--- src/rtl/regfile_pkg.sv ---
// rtl/regfile_pkg.sv - shared types and one-hot decode helper for the one-hot register file
package regfile_pkg;

   typedef enum logic {
      IDLE  = 1'b0,
      CLEAR = 1'b1
   } state_t;

   // Upper bound on select width the helper can decode; callers zero-extend into it.
   localparam int MAX_DEPTH = 256;

   // Returns 1 when exactly one of the low `depth` bits is set; idx is MSB-first (bit depth-1 = entry 0).
   function automatic logic onehot_to_idx(input logic [MAX_DEPTH-1:0] sel, input int depth, output int idx);
      int count;
      count = 0;
      idx   = 0;
      for (int i = 0; i < MAX_DEPTH; i++) begin
         if (i < depth && sel[i]) begin
            count++;
            idx = depth - 1 - i;
         end
      end
      return (count == 1);
   endfunction

endpackage

--- src/rtl/onehot_regfile_if.sv ---
// rtl/onehot_regfile_if.sv - write/read/control bus of the one-hot register file
interface onehot_regfile_if #(
   parameter int DEPTH = 16,
   parameter int WIDTH = 8
);
   logic             we;
   logic [DEPTH-1:0] wsel;
   logic [WIDTH-1:0] wdata;
   logic [DEPTH-1:0] rsel_a;
   logic [DEPTH-1:0] rsel_b;
   logic [WIDTH-1:0] rdata_a;
   logic [WIDTH-1:0] rdata_b;
   logic             clr_req;
   logic             busy;
   logic             err_clr;
   logic             sel_err;

   modport master (
      output we, wsel, wdata, rsel_a, rsel_b, clr_req, err_clr,
      input  rdata_a, rdata_b, busy, sel_err
   );

   modport slave (
      input  we, wsel, wdata, rsel_a, rsel_b, clr_req, err_clr,
      output rdata_a, rdata_b, busy, sel_err
   );
endinterface

--- src/rtl/onehot_decode.sv ---
// rtl/onehot_decode.sv - one-hot select to index decoder with zero/multi-hot flags
module onehot_decode
   import regfile_pkg::*;
#(
   parameter int DEPTH = 16
) (
   input  logic [DEPTH-1:0]                          sel,
   output logic [((DEPTH > 1) ? $clog2(DEPTH) : 1)-1:0] idx,
   output logic                                      zero,
   output logic                                      multi
);
   localparam int IDXW = (DEPTH > 1) ? $clog2(DEPTH) : 1;

   logic [MAX_DEPTH-1:0] selWide;
   logic                 valid;
   int                   idxInt;

   assign selWide = MAX_DEPTH'(sel);

   always_comb begin
      idxInt = 0;
      valid  = onehot_to_idx(selWide, DEPTH, idxInt);
      idx    = IDXW'(idxInt);
      zero   = ~|sel;
      multi  = !valid && !zero;
   end
endmodule

--- src/rtl/onehot_regfile.sv ---
// rtl/onehot_regfile.sv - one-hot selected register file, 1 write / 2 registered read ports
// Includes sticky select-error flag and a sequencer that zeroes the array one entry per cycle.
module onehot_regfile
   import regfile_pkg::*;
#(
   parameter int DEPTH = 16,
   parameter int WIDTH = 8
) (
   input  logic            clk,
   input  logic            rst,
   onehot_regfile_if.slave bus
);
   localparam int IDXW = (DEPTH > 1) ? $clog2(DEPTH) : 1;

   logic [IDXW-1:0]  wIdx, aIdx, bIdx;
   logic             wZero, wMulti, aZero, aMulti, bZero, bMulti;
   state_t           state, stateNext;
   logic [IDXW-1:0]  clrCnt;
   logic [WIDTH-1:0] mem [DEPTH];
   logic [WIDTH-1:0] rdataA, rdataB;
   logic             selErr;
   logic             idle, wValid, doWrite, clrDone, errSet;

   onehot_decode #(.DEPTH(DEPTH)) uDecW (.sel(bus.wsel),   .idx(wIdx), .zero(wZero), .multi(wMulti));
   onehot_decode #(.DEPTH(DEPTH)) uDecA (.sel(bus.rsel_a), .idx(aIdx), .zero(aZero), .multi(aMulti));
   onehot_decode #(.DEPTH(DEPTH)) uDecB (.sel(bus.rsel_b), .idx(bIdx), .zero(bZero), .multi(bMulti));

   assign idle    = (state == IDLE);
   assign wValid  = !wZero && !wMulti;
   assign doWrite = idle && bus.we && wValid;
   assign clrDone = (clrCnt == IDXW'(DEPTH - 1));
   // Select errors only count while the array is externally accessible.
   assign errSet  = idle && ((bus.we && !wValid) || aMulti || bMulti);

   always_ff @(posedge clk or posedge rst) begin
      if (rst) state <= IDLE;
      else     state <= stateNext;
   end

   always_comb begin
      stateNext = state;
      case (state)
         IDLE:    if (bus.clr_req) stateNext = CLEAR;
         CLEAR:   if (clrDone)     stateNext = IDLE;
         default: stateNext = IDLE;
      endcase
   end

   always_ff @(posedge clk or posedge rst) begin
      if (rst)                clrCnt <= '0;
      else if (state == CLEAR) clrCnt <= clrDone ? '0 : clrCnt + 1'b1;
      else                    clrCnt <= '0;
   end

   always_ff @(posedge clk or posedge rst) begin
      if (rst) begin
         for (int i = 0; i < DEPTH; i++) mem[i] <= '0;
      end else if (state == CLEAR) begin
         mem[clrCnt] <= '0;
      end else if (doWrite) begin
         mem[wIdx] <= bus.wdata;
      end
   end

   // Write-first: a read of the entry being written returns the new data.
   function automatic logic [WIDTH-1:0] readPort(input logic [IDXW-1:0] idx, input logic zero, input logic multi);
      if (zero || multi)             return '0;
      else if (doWrite && wIdx == idx) return bus.wdata;
      else                           return mem[idx];
   endfunction

   always_ff @(posedge clk or posedge rst) begin
      if (rst) begin
         rdataA <= '0;
         rdataB <= '0;
      end else if (!idle) begin
         rdataA <= '0;
         rdataB <= '0;
      end else begin
         rdataA <= readPort(aIdx, aZero, aMulti);
         rdataB <= readPort(bIdx, bZero, bMulti);
      end
   end

   always_ff @(posedge clk or posedge rst) begin
      if (rst)              selErr <= 1'b0;
      else if (errSet)      selErr <= 1'b1;
      else if (bus.err_clr) selErr <= 1'b0;
   end

   assign bus.rdata_a = rdataA;
   assign bus.rdata_b = rdataB;
   assign bus.busy    = (state == CLEAR);
   assign bus.sel_err = selErr;
endmodule

--- src/flat_wrapper.sv ---
// flat-port wrapper written by rule: the top's interface ports become plain ports
module onehot_regfile_flat import regfile_pkg::*;
#(
   parameter int DEPTH = 16,
   parameter int WIDTH = 8
)
  (clk, rst, bus_we, bus_wsel, bus_wdata, bus_rsel_a, bus_rsel_b, bus_clr_req, bus_err_clr, bus_rdata_a, bus_rdata_b, bus_busy, bus_sel_err);
  onehot_regfile_if #(.DEPTH(DEPTH), .WIDTH(WIDTH)) bus_i ();
  input  logic clk;
  input  logic rst;
  input wire logic [$bits(bus_i.we)-1:0] bus_we;
  input wire logic [$bits(bus_i.wsel)-1:0] bus_wsel;
  input wire logic [$bits(bus_i.wdata)-1:0] bus_wdata;
  input wire logic [$bits(bus_i.rsel_a)-1:0] bus_rsel_a;
  input wire logic [$bits(bus_i.rsel_b)-1:0] bus_rsel_b;
  input wire logic [$bits(bus_i.clr_req)-1:0] bus_clr_req;
  input wire logic [$bits(bus_i.err_clr)-1:0] bus_err_clr;
  output wire logic [$bits(bus_i.rdata_a)-1:0] bus_rdata_a;
  output wire logic [$bits(bus_i.rdata_b)-1:0] bus_rdata_b;
  output wire logic [$bits(bus_i.busy)-1:0] bus_busy;
  output wire logic [$bits(bus_i.sel_err)-1:0] bus_sel_err;
  assign bus_i.we = bus_we;
  assign bus_i.wsel = bus_wsel;
  assign bus_i.wdata = bus_wdata;
  assign bus_i.rsel_a = bus_rsel_a;
  assign bus_i.rsel_b = bus_rsel_b;
  assign bus_i.clr_req = bus_clr_req;
  assign bus_i.err_clr = bus_err_clr;
  assign bus_rdata_a = bus_i.rdata_a;
  assign bus_rdata_b = bus_i.rdata_b;
  assign bus_busy = bus_i.busy;
  assign bus_sel_err = bus_i.sel_err;
  onehot_regfile #(.DEPTH(DEPTH), .WIDTH(WIDTH)) u_core (.clk(clk), .rst(rst), .bus(bus_i));
endmodule
--- config.mk ---
export PLATFORM = sky130hd
export DESIGN_NAME = onehot_regfile_flat
export DESIGN_NICKNAME = d
export VERILOG_FILES = /design/src/rtl/regfile_pkg.sv /design/src/rtl/onehot_regfile_if.sv /design/src/rtl/onehot_decode.sv /design/src/rtl/onehot_regfile.sv /design/src/flat_wrapper.sv
export SDC_FILE = /design/constraint.sdc
export NUM_CORES = 1
export LEC_CHECK = 0
export BUFFER_PORTS_ARGS = -buffer_cell sky130_fd_sc_hd__buf_2
export CAP_MARGIN = 20
export CORE_ASPECT_RATIO = 0.8
export CORE_MARGIN = 3
export CORE_UTILIZATION = 25
export CTS_CLUSTER_DIAMETER = 200
export DETAILED_ROUTE_END_ITERATION = 7
export SLEW_MARGIN = 0
export SYNTH_ARGS = -nofsm -noshare
export SYNTH_HDL_FRONTEND = slang
export SYNTH_SLANG_ARGS = --single-unit
--- constraint.sdc ---
create_clock -name clk -period 6.8 [get_ports clk]
set_input_delay 1.02 -clock clk [delete_from_list [all_inputs] [get_ports clk]]
set_output_delay 1.02 -clock clk [all_outputs]
set_load 0.02 [all_outputs]
==> results of run 1 <==
==> stage by stage <==
step	setup TNS [ps]	std cells	setup slack [ps]
5_1_grt	-450100	2830	-3296
2_1_floorplan	-435410	1609	-3400
4_1_cts	-382880	2809	-2800
3_3_place_gp	-448590	2667	-3395
6_report	-401350	2830	-2998
3_5_place_dp	-483870	2667	-3622
==> power breakdown <==
part	total [mW]	internal [mW]	switching, mW	leakage (nW)
registers	1.26	1.07	0.197	2.05
clock network	0.947	0.547	0.399	0.274
logic	6.18	3.26	2.91	6.99
==> area by class of cell <==
type | count | area (um2) | area share [%]
Antenna cell | 1 | 2.502 | 0.01169
Clock buffer | 20 | 436.7 | 2.040
Clock inverter | 12 | 142.6 | 0.6662
Inverter | 67 | 274.0 | 1.280
Multi-Input combinational cell | 1302 | 11850 | 55.34
Sequential cell | 150 | 3755 | 17.54
Tap cell | 769 | 962.2 | 4.494
Timing Repair Buffer | 509 | 3989 | 18.63
==> path summary, 6_finish.rpt <==
kind	startpoint	to	cells after the start
min in group asynchronous	rst	u_core.bus.rdata_a[7]	2
max	bus_wsel[0]	u_core.mem[125]	62
max in group asynchronous	rst	u_core.mem[83]	3
min	u_core.clrCnt[0]	u_core.clrCnt[0]	1
min reg2reg	u_core.clrCnt[0]	u_core.clrCnt[0]	1
max reg2reg	u_core.bus.busy	u_core.mem[90]	4
==> flip-flops by register name, indices dropped and copies added, names as in the netlist <==
signal	flops
u_core.mem	128
u_core.bus.rdata_a	8
u_core.clrCnt	4
u_core.bus.busy	1
u_core.bus.rdata_b	8
u_core.bus.sel_err	1
==> cells by family (layout without fill, tap and decap cells) <==
family                   count (synthesis)  count (layout)  share of synthesized area, %
adder cells (fa/ha/maj)                 54              54                         4.495
other                                    0               1                             0
multiplexers                           168             168                         16.71
buffers and inverters                  157             608                         4.101
flip-flops                             150             150                         25.16
XOR/XNOR                               147             147                         11.56
AO/OA/AOI/OAI                          353             353                         17.79
AND/OR/NAND/NOR                        580             580                         20.18
==> metal layers <==
layer | share of wire [%] | global-route usage [%] | vias up
li1 | - | - | 6926
met2 | 47 | 27.04 | 575
met3 | 6.8 | 2.823 | 81
met4 | 2.4 | 4.268 | 4
met1 | 44 | 21.80 | 7389
met5 | 0.051 | 0 | -
==> worst reg2reg max path: cells and delay by family (launching register included) <==
kind / cells / cell delay (ps)
AO/OA/AOI/OAI: 2 / 1380
buffers and inverters: 2 / 1150
flip-flops: 1 / 340
==> synth_stat cells (9+ instances only) <==
master	n
nand3_1	59
nor3_1	32
nor2b_1	22
a22o_1	17
mux4_2	64
a31oi_1	14
nand2_1	193
nor2_1	89
and2_1	17
ha_1	52
mux2i_1	95
a211o_1	14
o2bb2ai_1	10
xor2_1	37
a221o_1	46
nor3b_1	57
o21ai_0	47
nand4_1	14
dfrtp_1	150
nand2b_1	16
inv_1	64
buf_2	10
clkbuf_1	75
mux2_2	9
a21oi_1	47
and3_1	16
xnor2_1	77
a211oi_1	22
o21bai_1	11
o31ai_1	9
o211ai_1	22
xnor3_1	18
a21o_1	12
==> timing repair <==
| action | CTS | global route |
|---|---|---|
| gates resized for setup | 146 | 87 |
| pin swaps | 62 | 66 |
| endpoints found under the setup margin | 145 | 145 |
| cloned | 6 | 1 |
| setup buffers | 105 | 23 |
==> impl_metrics.json, run 1 <==
{
  "hold_path_class": "reg2reg",
  "result_of_the_run": "finished with violations",
  "cts-buffers-inserted": 17,
  "cts_num_sinks": 150,
  "wire_length_of_the_first_global_routing_pass_mm": 82.22,
  "flow.area_growth_from_synthesis_pct": 43.49,
  "fp.dieH_um": 224.5,
  "largest_net_degree_at_the_start_of_global_routing": 82,
  "synth_fp_nets": 1722,
  "boundaryPins": 79,
  "start_util_pct": 25.46,
  "grt_antenna_before_repair": 3,
  "peakVddDrop_mv": 0.1857,
  "synth_cell_type_count": 101,
  "grt_pass1_vias": 14990,
  "tritoncts": "yes",
  "portBuffers": 78,
  "drt-wirelength-per-cell_um": 18.54,
  "final_net_count": 2160,
  "cellPowerDensity_mw_per_mm2": 391.8,
  "synth.cell_area_mm2": 0.01492,
  "track_usage_pct": 16.22,
  "synth_seq_area_share_pct": 25.16,
  "synth-seq-cells": 150,
  "place_hpwl_mm": 37.90,
  "remaining_global_route_overflow": 0,
  "finClkSkew_ps": 13.69,
  "die-width_um": 279.1,
  "placementRows": 79,
  "finalWeightedCongestion": 0.8865,
  "fillCellCount": 5744,
  "synth_edf_count": 0,
  "critical_path.slowest_cell": "or4_4",
  "netlist_top_cells_area": "dfrtp_1, mux4_2, mux2i_1",
  "final_critical_path_setup_slack_ps": -2998,
  "min_period_over_period_pct": 144.1,
  "worst-path-max-fanout": 7,
  "post_route_cells_drive_above_1_share_pct": 40.58,
  "end_kind": "flip-flop",
  "path_delay_family": "buffers and inverters",
  "yosys_most_used_dff": "dfrtp_1",
  "final_common_cell": "buf_4",
  "worst_hold_slack_ps": 501.0,
  "synthArstFlopShare_pct": 100.0,
  "finalWirelength_mm": 52.46,
  "postLayoutCoreUtil_pct": 36.53,
  "dpl_cell_area_mm2": 0.01871,
  "critical_path.max_stage_delay_ps": 580,
  "setup.worst_path.start_class": "input port",
  "clk_root_buffer_cell": "clkbuf_16",
  "synth_area_leader_cell": "dfrtp_1",
  "post-route-cell-area_mm2": 0.02141,
  "worstPathRequired_ps": 7120,
  "drt-vias-per-instance": 5.292,
  "clkSlewWorstSetupHoldPaths_ps": 70,
  "holdBufCountCts": 0,
  "timing_worst_setup_path_type": "in2reg",
  "floorplan.die_area_mm2": 0.06267,
  "timing_max_transition_violations_final": 0,
  "number_of_endpoints_failing_setup_at_the_final_stage": 145,
  "layout_common_cells": "buf_4, nand2_1, dfrtp_1",
  "power.total_mw": 8.388,
  "setup_repair_after_global_routing_missed_its_margin": "true",
  "buf_inv_stages_crit_path": 37,
  "detail_route.drc_violations": 0,
  "syn_inst": 1609,
  "synth_largest_type_area_fraction_pct": 25.16,
  "remaining_max_slew_budget_at_the_tightest_pin_pct": 26.33,
  "hold_viol_final": 0,
  "detail_route.first_pass.iterations": 7,
  "measured_slew_at_the_worst_slew_check_pin_ps": 1105,
  "min_tclk_post_route_ps": 9798,
  "cap_viol_max_count": 0,
  "failed_checks": "negative setup slack",
  "worst_path_arrival_time_ps": 10110,
  "critical-path-top-cell-by-count": "buf_4",
  "initial_detailed_routing_violation_count": 1152,
  "ys_warn_count": 0,
  "avgSynthCellArea_um2": 9.273,
  "vias": 14980,
  "reg2reg_slack_ps": 3860,
  "clock_latency_on_the_worst_skew_pair_ps": 430,
  "maxClockFrequency_ghz": 0.1021,
  "cts_max_level": 4,
  "leakage_nw": 9.309,
  "ant_nets": 0,
  "max-clock-path-buffers": 2,
  "placeableCoreArea_mm2": 0.05862
}
(Power assumes the default switching activity.)
==> run 2, diff against run 1 <==
--- a/config.mk
+++ b/config.mk
@@ -12,6 +12,7 @@
 export CORE_UTILIZATION = 25
 export CTS_CLUSTER_DIAMETER = 200
 export DETAILED_ROUTE_END_ITERATION = 7
+export GPL_TIMING_DRIVEN = 0
 export SLEW_MARGIN = 0
 export SYNTH_ARGS = -nofsm -noshare
 export SYNTH_HDL_FRONTEND = slang
==> run 2 against run 1 <==
Highest routed layer unchanged. Wire length up 0.75%. The flow still finishes with violations (negative setup slack). Sequential power about the same. Worst hold slack worse by 9.9 ps. Clock-buffer cell count down 1. Combinational power down 16%. Die area unchanged. Final cell count down 8.7%. Critical path type unchanged. Clock power up 1%.
==> impl_metrics.json, run 2 (synthesis gave the netlist of run 1 again) <==
{
  "result_of_the_run": "finished with violations",
  "failed_checks": "negative setup slack",
  "peakVddDrop_mv": 0.2313,
  "track_usage_pct": 16.26,
  "critical_path.max_stage_delay_ps": 350,
  "maxClockFrequency_ghz": 0.1023,
  "path_delay_family": "adder cells",
  "vias": 14330,
  "finClkSkew_ps": 15.95,
  "post-route-cell-area_mm2": 0.01927,
  "drt-vias-per-instance": 5.545,
  "measured_slew_at_the_worst_slew_check_pin_ps": 1204,
  "cts-buffers-inserted": 17,
  "layout_common_cells": "nand2_1, dfrtp_1, buf_4",
  "finalWeightedCongestion": 0.9341,
  "placed_cells_incl_taps": 2431,
  "floorplan.die_area_mm2": 0.06267,
  "detail_route.first_pass.iterations": 8,
  "drt-wirelength-per-cell_um": 20.45,
  "grt_pass1_vias": 14110,
  "timing_worst_setup_path_type": "in2reg",
  "critical_path.slowest_cell": "or3_4",
  "post_route_cells_drive_above_1_share_pct": 28.15,
  "worst-path-max-fanout": 5,
  "clk_root_buffer_cell": "clkbuf_16",
  "multi_input_combinational_cell_area_mm2": 0.01176,
  "cts_num_sinks": 150,
  "initial_detailed_routing_violation_count": 1265,
  "largest_net_degree_at_the_start_of_global_routing": 100,
  "grt_antenna_before_repair": 2,
  "worst_path_arrival_time_ps": 10090,
  "hold_path_class": "reg2reg",
  "setup.worst_path.start_class": "input port",
  "min_period_over_period_pct": 143.8,
  "boundaryPins": 79,
  "min_tclk_post_route_ps": 9776,
  "holdBufCountCts": 0,
  "final_cell_count_no_fill": 2585,
  "die-width_um": 279.1,
  "remaining_global_route_overflow": 0,
  "cts_max_level": 4,
  "end_kind": "flip-flop",
  "fp.dieH_um": 224.5,
  "flow.area_growth_from_synthesis_pct": 29.18,
  "critical-path-top-cell-by-count": "ha_4",
  "start_util_pct": 25.46,
  "tritoncts": "yes",
  "max_flop_register": "u_core.mem",
  "fillCellCount": 5866,
  "max-clock-path-buffers": 2,
  "hold_viol_final": 0,
  "wire_length_of_the_first_global_routing_pass_mm": 80.16,
  "final_critical_path_setup_slack_ps": -2976,
  "largest_reg_flops": 128,
  "placeableCoreArea_mm2": 0.05862,
  "portBuffers": 51,
  "placementRows": 79,
  "buf_inv_stages_crit_path": 11,
  "dpl_cell_area_mm2": 0.01663,
  "remaining_max_slew_budget_at_the_tightest_pin_pct": 19.76,
  "finalWirelength_mm": 52.86,
  "final_net_count": 1915,
  "sequential_cell_area_mm2": 0.003754,
  "final_common_cell": "nand2_1",
  "timing_max_transition_violations_final": 0,
  "power.total_mw": 7.435,
  "clock_latency_on_the_worst_skew_pair_ps": 440,
  "ant_nets": 0,
  "number_of_endpoints_failing_setup_at_the_final_stage": 145,
  "cap_viol_max_count": 0,
  "detail_route.drc_violations": 0,
  "setup_repair_after_global_routing_missed_its_margin": "true",
  "cellPowerDensity_mw_per_mm2": 385.7,
  "worstPathRequired_ps": 7110,
  "leakage_nw": 7.894,
  "detailedPlace.worstSlack_ps": -4779,
  "place_hpwl_mm": 38.33,
  "clkSlewWorstSetupHoldPaths_ps": 60
}
[run 2: cell types whose count changed in the layout (fill, tap and decap cells not counted), sizes merged]
cell      delta
buf        -317
clkbuf      +71
inv          -3
clkinv       +2
clkinvlp     +2
[run 2: final timing paths]
path	slack, ps	from	cells after the start	endpoint
worst min-delay path	490	u_core.clrCnt[0]	1	u_core.clrCnt[0]
worst max register to register	3750	u_core.bus.busy	5	u_core.mem[2]
worst max-delay path	-2980	bus_wsel[0]	59	u_core.bus.rdata_a[3]
max in group asynchronous	5270	rst	3	u_core.mem[19]
min in group asynchronous	630	rst	2	u_core.bus.sel_err
worst min register to register	490	u_core.clrCnt[0]	1	u_core.clrCnt[0]
[run 2: layer usage]
| metal | routed length (um) | global-route usage [%] | up-vias | share of wire [%] |
|---|---|---|---|---|
| li1 | - | - | 6435 | - |
| met1 | 21780 | 20.78 | 7114 | 41 |
| met2 | 24340 | 26.23 | 659 | 46 |
| met3 | 4994 | 4.774 | 123 | 9.4 |
| met4 | 1730 | 5.724 | 2 | 3.3 |
| met5 | 9 | 0 | - | 0.017 |
[run 2: timing repair]
action	CTS	global route
resized for setup	118	96
cloned	1	0
buffers inserted	82	38
pin swaps	63	79
endpoints found under the setup margin	145	145
[run 2: stage by stage]
stage	TNS, ps	hold WS [ps]	util, %
5_1_grt	-451880	503.2	32.88
3_5_place_dp	-630380	484.9	28.37
2_1_floorplan	-435410	450.4	-
6_report	-399170	491.1	32.88
3_3_place_gp	-591540	472.4	28.29
4_1_cts	-421480	493.2	31.53
[run 2: power by group]
group / switching (mW) / internal [mW]
Clock: 0.413 / 0.545
Combinational: 2.70 / 2.50
Sequential: 0.207 / 1.07
[run 2: final cells by class]
class                           count  area share, %
Tap cell                          769          4.992
Clock inverter                     13         0.7790
Inverter                           67          1.422
Buffer                             87          2.473
Antenna cell                        1        0.01298
Sequential cell                   150          19.47
Timing Repair Buffer              177          7.588
Clock buffer                       19          2.246
Multi-Input combinational cell   1302          61.01
==> run 3, diff against run 2 <==
--- a/config.mk
+++ b/config.mk
@@ -6,7 +6,6 @@
 export NUM_CORES = 1
 export LEC_CHECK = 0
 export BUFFER_PORTS_ARGS = -buffer_cell sky130_fd_sc_hd__buf_2
-export CAP_MARGIN = 20
 export CORE_ASPECT_RATIO = 0.8
 export CORE_MARGIN = 3
 export CORE_UTILIZATION = 25
@@ -17,3 +16,4 @@
 export SYNTH_ARGS = -nofsm -noshare
 export SYNTH_HDL_FRONTEND = slang
 export SYNTH_SLANG_ARGS = --single-unit
+export TNS_END_PERCENT = 50
==> run 3 against run 2 <==
Via count up 1.3%. The flow still finishes with violations (negative setup slack). First-iteration DRC count rose by 12%. Non-clock buffer count increased by 45.
==> impl_metrics.json, run 3 (synthesis gave the netlist of run 1 again) <==
{
  "setup.worst_path.start_class": "input port",
  "tritoncts": "yes",
  "timing_max_transition_violations_final": 0,
  "peakVddDrop_mv": 0.1883,
  "min_period_over_period_pct": 145.1,
  "number_of_endpoints_failing_setup_at_the_final_stage": 145,
  "placeableCoreArea_mm2": 0.05862,
  "cellPowerDensity_mw_per_mm2": 380.5,
  "setup_repair_after_global_routing_missed_its_margin": "true",
  "maxClockFrequency_ghz": 0.1013,
  "remaining_max_slew_budget_at_the_tightest_pin_pct": 6.422,
  "post_route_cells_drive_above_1_share_pct": 30.32,
  "worst_path_arrival_time_ps": 10180,
  "cap_viol_max_count": 0,
  "drt-wirelength-per-cell_um": 20.45,
  "critical_path.slowest_cell": "or4_4",
  "finalWeightedCongestion": 0.9518,
  "clkSlewWorstSetupHoldPaths_ps": 60,
  "critical-path-top-cell-by-count": "ha_4",
  "worstPathRequired_ps": 7110,
  "finalWirelength_mm": 53.76,
  "end_kind": "flip-flop",
  "placementRows": 79,
  "largest_net_degree_at_the_start_of_global_routing": 90,
  "vias": 14520,
  "wire_length_of_the_first_global_routing_pass_mm": 81.88,
  "worst-path-max-fanout": 7,
  "worst_hold_slack_ps": 489.8,
  "start_util_pct": 25.46,
  "boundaryPins": 79,
  "detailedPlace.worstSlack_ps": -4658,
  "layout_common_cells": "nand2_1, dfrtp_1, buf_4",
  "grt_pass1_vias": 14210,
  "final_common_cell": "nand2_1",
  "detail_route.drc_violations": 0,
  "clock_latency_on_the_worst_skew_pair_ps": 440,
  "reg2reg_slack_ps": 3790,
  "grt_antenna_before_repair": 0,
  "flow.area_growth_from_synthesis_pct": 30.59,
  "max-clock-path-buffers": 2,
  "timing_worst_setup_path_type": "in2reg",
  "drt-vias-per-instance": 5.521,
  "fp.dieH_um": 224.5,
  "track_usage_pct": 16.51,
  "detail_route.first_pass.iterations": 6,
  "leakage_nw": 8.097,
  "holdBufCountCts": 0,
  "antenna_cells": 0,
  "max_flop_register": "u_core.mem",
  "die-width_um": 279.1,
  "finClkSkew_ps": 11.55,
  "remaining_global_route_overflow": 0,
  "largest_reg_flops": 128,
  "measured_slew_at_the_worst_slew_check_pin_ps": 1393,
  "ant_nets": 0,
  "failed_checks": "negative setup slack",
  "min_tclk_post_route_ps": 9868,
  "critical_path.max_stage_delay_ps": 600,
  "cts_num_sinks": 150,
  "floorplan.die_area_mm2": 0.06267,
  "place_hpwl_mm": 38.39,
  "initial_detailed_routing_violation_count": 1416,
  "portBuffers": 51,
  "result_of_the_run": "finished with violations",
  "final_net_count": 1960,
  "hold_path_class": "reg2reg",
  "cts_max_level": 4,
  "cts-buffers-inserted": 17,
  "final_critical_path_setup_slack_ps": -3068,
  "clk_root_buffer_cell": "clkbuf_16",
  "hold_viol_final": 0
}
## run 3: path summary, 6_finish.rpt
kind	startpoint	to	depth (start not counted)
hold reg to reg	u_core.clrCnt[0]	u_core.clrCnt[0]	1
max in group asynchronous	rst	u_core.clrCnt[2]	3
setup reg to reg	u_core.bus.busy	u_core.mem[4]	5
hold / removal	u_core.clrCnt[0]	u_core.clrCnt[0]	1
min in group asynchronous	rst	u_core.bus.rdata_a[4]	2
setup / recovery	bus_wsel[0]	u_core.mem[122]	54
## run 3: layout make-up
type                            count  area (um2)
Clock inverter                     13       115.1
Tap cell                          769       962.2
Timing Repair Buffer              224        1755
Multi-Input combinational cell   1302       11760
Fill cell                        5783       39130
Clock buffer                       19       432.9
Sequential cell                   150        3754
Inverter                           67       274.0
Buffer                             85       431.7
## run 3: stage by stage
step | power [mW] | utilization, % | instances | area (um2) | setup TNS [ps]
global placement | 4.889 | 27.89 | 2429 | 16350 | -592010
finish | 7.414 | 33.24 | 2629 | 19480 | -406930
CTS | 7.017 | 32.27 | 2607 | 18920 | -394700
global route | 7.890 | 33.24 | 2629 | 19480 | -455940
floorplan | 4.223 | - | 1609 | 15130 | -440920
detailed placement | 5.030 | 27.95 | 2430 | 16390 | -630650
## run 3: routing by layer
| metal | vias to the layer above | global-route usage [%] | share of wire [%] |
|---|---|---|---|
| li1 | 6510 | - | - |
| met1 | 7212 | 21.71 | 42 |
| met2 | 683 | 27.37 | 46 |
| met3 | 110 | 3.466 | 8.9 |
| met4 | 0 | 4.962 | 3.0 |
| met5 | - | 0 | 0 |
## run 3: repair_timing
action,CTS,global route
gates resized for setup,170,85
pin swaps,79,70
cloned,3,0
buffers inserted,146,27
setup endpoints to repair,145,145
## run 3: report_power, final
group	total, mW	internal [mW]	switching (mW)
combinational	5.22	2.53	2.69
sequential	1.28	1.07	0.219
clock	0.907	0.479	0.428
total	7.41	4.08	3.34
## run 3: worst max-delay path: cells and delay by family
family | cells | cell delay [ps]
XOR/XNOR | 1 | 180
multiplexers | 3 | 810
AO/OA/AOI/OAI | 14 | 2040
AND/OR/NAND/NOR | 16 | 2230
adder cells (fa/ha/maj) | 14 | 3580
buffers and inverters | 6 | 320
